$ cat src/rtl/imem_dmem_arbiter.sv
// ============================================================================
//  Module   : imem_dmem_arbiter
//  Brief    : Shares one single-port synchronous unified RAM between the fetch
//             stage and the load/store unit. The LSU has priority. Read data
//             (1-cycle latency) is routed back to whichever requester issued
//             the read. Fetch data still in flight is dropped on a flush.
//             Optional macro ARB_FAIR_EN: after MAX_D_STREAK consecutive LSU
//             grants while fetch waits, fetch is forced through for one cycle.
//  Revision : 1.0 - initial release
// ============================================================================
`default_nettype none

module imem_dmem_arbiter #(
    parameter int ADDR_W       = 12,
    parameter int MAX_D_STREAK = 4
) (
    input  logic              clk,
    input  logic              rst_n,
    // fetch port
    input  logic              if_valid,
    input  logic [31:0]       if_addr,
    output logic              if_ready,
    input  logic              if_flush,
    output logic              if_rvalid,
    output logic [31:0]       if_rdata,
    // load/store port
    input  logic              d_valid,
    input  logic              d_we,
    input  logic [31:0]       d_addr,
    input  logic [31:0]       d_wdata,
    output logic              d_ready,
    output logic              d_rvalid,
    output logic [31:0]       d_rdata,
    // pipeline
    output logic              stall,
    // RAM side
    output logic              mem_en,
    output logic              mem_we,
    output logic [ADDR_W-1:0] mem_addr,
    output logic [31:0]       mem_wdata,
    input  logic [31:0]       mem_rdata
);

    typedef enum logic [1:0] {
        OWN_NONE  = 2'd0,
        OWN_IF    = 2'd1,
        OWN_DLOAD = 2'd2
    } owner_t;

    owner_t      resp_owner;
    owner_t      resp_owner_next;
    logic        if_req;
    logic        force_if;
    logic        d_grant;
    logic        if_grant;
    logic [31:0] if_rdata_hold;
    logic [31:0] d_rdata_hold;

    // Only the word index inside the RAM is meaningful; the rest is dropped.
    logic unused_addr_bits;
    assign unused_addr_bits = ^{if_addr[31:ADDR_W+2], if_addr[1:0],
                                d_addr[31:ADDR_W+2],  d_addr[1:0]};

    // A fetch raised together with a flush is already stale and never competes.
    assign if_req = if_valid & ~if_flush;

`ifdef ARB_FAIR_EN
    localparam int STREAK_W = $clog2(MAX_D_STREAK + 1);

    logic [STREAK_W-1:0] streak;

    // Count LSU wins that kept a live fetch waiting; reset once fetch is served or idle.
    always_ff @(posedge clk or negedge rst_n) begin
        if (!rst_n) begin
            streak <= '0;
        end else if (!if_req || if_grant) begin
            streak <= '0;
        end else if (d_grant && streak != STREAK_W'(MAX_D_STREAK)) begin
            streak <= streak + 1'b1;
        end
    end

    assign force_if = if_req & (streak == STREAK_W'(MAX_D_STREAK));
`else
    logic unused_streak_param;
    assign unused_streak_param = (MAX_D_STREAK != 0);
    assign force_if            = 1'b0;
`endif

    // Grant selection and RAM request mux; everything idles at zero without a grant.
    always_comb begin
        d_grant         = d_valid & ~force_if;
        if_grant        = if_req & ~d_grant;
        mem_en          = 1'b0;
        mem_we          = 1'b0;
        mem_addr        = '0;
        mem_wdata       = '0;
        resp_owner_next = OWN_NONE;
        if (d_grant) begin
            mem_en          = 1'b1;
            mem_we          = d_we;
            mem_addr        = d_addr[ADDR_W+1:2];
            mem_wdata       = d_wdata;
            resp_owner_next = d_we ? OWN_NONE : OWN_DLOAD;
        end else if (if_grant) begin
            mem_en          = 1'b1;
            mem_addr        = if_addr[ADDR_W+1:2];
            resp_owner_next = OWN_IF;
        end
    end

    assign if_ready = if_grant;
    assign d_ready  = d_grant;
    assign stall    = (if_valid & ~if_grant & ~if_flush) | (d_valid & ~d_grant);

    // Remember who owns the RAM read data arriving next cycle.
    always_ff @(posedge clk or negedge rst_n) begin
        if (!rst_n) begin
            resp_owner <= OWN_NONE;
        end else begin
            resp_owner <= resp_owner_next;
        end
    end

    // A flush turns an arriving instruction into a bubble.
    assign if_rvalid = (resp_owner == OWN_IF) & ~if_flush;
    assign d_rvalid  = (resp_owner == OWN_DLOAD);

    // Hold copies of the last delivered words so rdata stays put between responses.
    always_ff @(posedge clk or negedge rst_n) begin
        if (!rst_n) begin
            if_rdata_hold <= '0;
            d_rdata_hold  <= '0;
        end else begin
            if (if_rvalid) if_rdata_hold <= mem_rdata;
            if (d_rvalid)  d_rdata_hold  <= mem_rdata;
        end
    end

    assign if_rdata = if_rvalid ? mem_rdata : if_rdata_hold;
    assign d_rdata  = d_rvalid  ? mem_rdata : d_rdata_hold;

endmodule

`default_nettype wire
$ cat config.mk
export PLATFORM = sky130hd
export DESIGN_NAME = imem_dmem_arbiter
export DESIGN_NICKNAME = d
export VERILOG_FILES = /design/src/rtl/imem_dmem_arbiter.sv
export SDC_FILE = /design/constraint.sdc
export NUM_CORES = 1
export LEC_CHECK = 0
export CAP_MARGIN = 10
export CORE_ASPECT_RATIO = 1.1
export CORE_UTILIZATION = 32
export CTS_CLUSTER_DIAMETER = 60
export DETAILED_ROUTE_END_ITERATION = 16
export PLACE_DENSITY = 0.82
export SYNTH_ARGS = -nofsm -noshare
export SYNTH_HDL_FRONTEND = slang
export SYNTH_SLANG_ARGS = --single-unit
$ cat constraint.sdc
create_clock -name clk -period 1.9 [get_ports clk]
set_input_delay 0.475 -clock clk [delete_from_list [all_inputs] [get_ports clk]]
set_output_delay 0.475 -clock clk [all_outputs]
set_load 0.02 [all_outputs]
==> impl_metrics.toml <==
[drt]
drc = 0
avgViaCountPerCell = 4.537
postRouteAntennaNets = 0
vias = 2695
drt_iter0_drc = 60
finalWirelength_um = 10910
firstDrtPassIters = 4
wl_per_cell_um = 18.37

[worst_setup_path]
critPathSlowestCell = "dfrtp_1"
reg2reg_from = "resp_owner[1]$_DFF_PN0_"
path_depth = 5
reg2reg_to = "if_rdata_hold[13]$_DFF_PN0_"
worstSetupPathType = "reg -> out"
worstPathRequired_ns = 1.42
crit_chain = "nor3b_4, buf_6, buf_12, mux2_4, buf_6"
startpoint_type = "flip-flop"
cp_top_family = "buffers and inverters"
path_common_cell = "buf_6"
crit_start = "resp_owner[1]$_DFF_PN0_"
path_buf_inv = 3
reg2reg_depth = 6
cp_max_fo = 8
r2r_setup_slack_ns = 0.25
cp-end-kind = "output pin"
critPathArrivalTime_ns = 1.76
max_stage_delay_ns = 0.42

[floorplan]
ios = 249
dieHeight_um = 102.6
coreArea_mm2 = 0.008874
die_w_um = 93.46
rows = 36
fp.dieArea_mm2 = 0.009588
start_util = 0.3318

[sta]
min_period_ns = 2.236
setup_ws_ns = -0.3365
finalClockSkew_ns = 0.009083
rsz0062_at_grt = "yes"
fin_crit_sh = 1.177
finalSetupViolCount = 65
slew_headroom = 0.7667
worst_slew_pin_slew_ns = 0.3500
slew_violations = 0
hold_viol = 0
fmax_ghz = 0.4471

[logic_synthesis]
syn_area_mm2 = 0.002944
yosysWarnings = 0
syn_avg_cell_area_um2 = 13.20
netlist_instances = 223
synth-seq-cells = 66
syn-num-nets = 357
synth.distinct_cells = 17
ys_seq_area_frac = 0.5610

[global_route]
antenna_found_initial = 0
grt_pass1_wl_um = 15240
gr-total-overflow = 0
grtUsageTotal = 0.2171
use_met1 = 0.2496
grt_use_met3 = 0.04572
use_met2 = 0.3971
grt_max_degree = 67
top_usage_layer = "met2"
grt_pass1_vias = 2849

[cts]
cts.sinks = 66
cts_root_buffer = "clkbuf_8"
clock_path_buffers = 2
cts.htree.levels = 3
cts_tree = "done"
clock_latency_ns = 0.33
cts_hold_buf = 0
cts_buffers = 9
cts.clk_slew.worst_paths_ns = 0.07

[final_layout]
syn_to_final_growth_pct = 104.6
nets = 609
multi_input_area_mm2 = 0.001420
final_cells = 594
drive_gt1_frac = 0.4771
layout_commonest_cell = "clkdlybuf4s50_1"
ff_latch_area_mm2 = 0.001652
final.fill_count = 662
most-common-layout-cells = "clkdlybuf4s50_1, buf_6, dfrtp_1"
num_antenna_cells = 0

[flow_run]
max_cap_viol_count = 0

[placed_design]
place_congestion = 0.7333
numPlacedInstances = 543
hpwlAfterDp_um = 7103
portBuffers = 208

[run_status]
violations = "negative setup slack"
status = "finished, violations left"

[power]
seqPwrFrac = 0.343
powerDensity_mw_per_mm2 = 855.9
p_total_mw = 5.155
pwr-share-comb = 0.450
power.switching_mw = 1.580
internal_power_mw = 3.576
p_sw_frac = 0.3064
clkPwrFrac = 0.207
ir_drop_mv = 0.3237
p_leak_nw = 2.847

[hold_path]
min_path_type = "in -> async"
## flip-flops by register name (all words and copies together), names as in the netlist
register       cells
d_rdata_hold      32
resp_owner         2
if_rdata_hold     32
## cells in the mapped netlist
cell type,count,share of area
dfrtp_1,66,0.56
mux2_2,59,0.23
and2_1,33,0.070
nand2_1,13,0.017
nand2b_1,13,0.028
o21ai_0,10,0.017
buf_6,7,0.027
clkbuf_1,5,0.0064
mux2_4,4,0.020
nor2_1,4,0.0051
buf_2,2,0.0034
o21ai_1,2,0.0034
and2b_1,1,0.0026
buf_4,1,0.0026
inv_1,1,0.0013
mux2_1,1,0.0038
nor3b_4,1,0.0064
## power by group through the flow
stage          registers (mW)  logic (mW)  clock network, mW
2_1_floorplan            1.75       0.904                  0
3_3_place_gp             1.76        1.85                  0
3_5_place_dp             1.78        1.89                  0
4_1_cts                  1.76        2.03               1.11
5_1_grt                  1.79        2.43               1.18
6_report                 1.77        2.32               1.07
## worst max-delay path by stage
stage / end
2_1_floorplan: if_rdata[22]
3_3_place_gp: if_rdata[29]
3_5_place_dp: if_rdata[29]
4_1_cts: if_rdata[10]
5_1_grt: if_rdata[29]
6_report: if_rdata[8]
## stage by stage
step                      utilization  hold WS [ns]  setup TNS (ns)  setup WS [ns]  instance area [um^2]
after global routing           0.6788        0.1867          -24.71        -0.4165                  6023
after CTS                      0.6444        0.1541          -23.15        -0.4820                  5718
after global placement         0.5822        0.4708          -65.89        -0.9406                  5166
after floorplan                     -        0.1794               0        0.01854                  2944
after detailed placement       0.5822        0.4820          -67.93        -0.9611                  5166
final                          0.6788        0.1552          -20.15        -0.3365                  6023
## routing by layer
metal	part of all wire	vias to the layer above
met5	0	-
met4	0.018	0
met3	0.064	16
met2	0.53	124
met1	0.39	1309
li1	-	1246
## logic make-up after synthesis
kind of cell | Yosys count | share of synthesized area
multiplexers | 64 | 0.2499
AO/OA/AOI/OAI | 12 | 0.02040
buffers and inverters | 16 | 0.04038
AND/OR/NAND/NOR | 65 | 0.1283
flip-flops | 66 | 0.5610
## repair_timing
item / 4_1_cts / 5_1_grt
endpoints found under the setup margin: 115 / 70
resized for setup: 501 / 119
buffers inserted: 16 / 14
pin swaps: 3 / 3
endpoints found under the hold margin: 0 / 0
gates cloned: 6 / 4
## area by class of cell
class,count,share of cell area
inverters,1,0.0006232
well taps,114,0.02368
multi-input cells,141,0.2358
clock inverters,2,0.001662
repair buffers,256,0.4354
clock buffers,14,0.02867
flip-flops and latches,66,0.2742
Power figures use the tool's default switching activity.
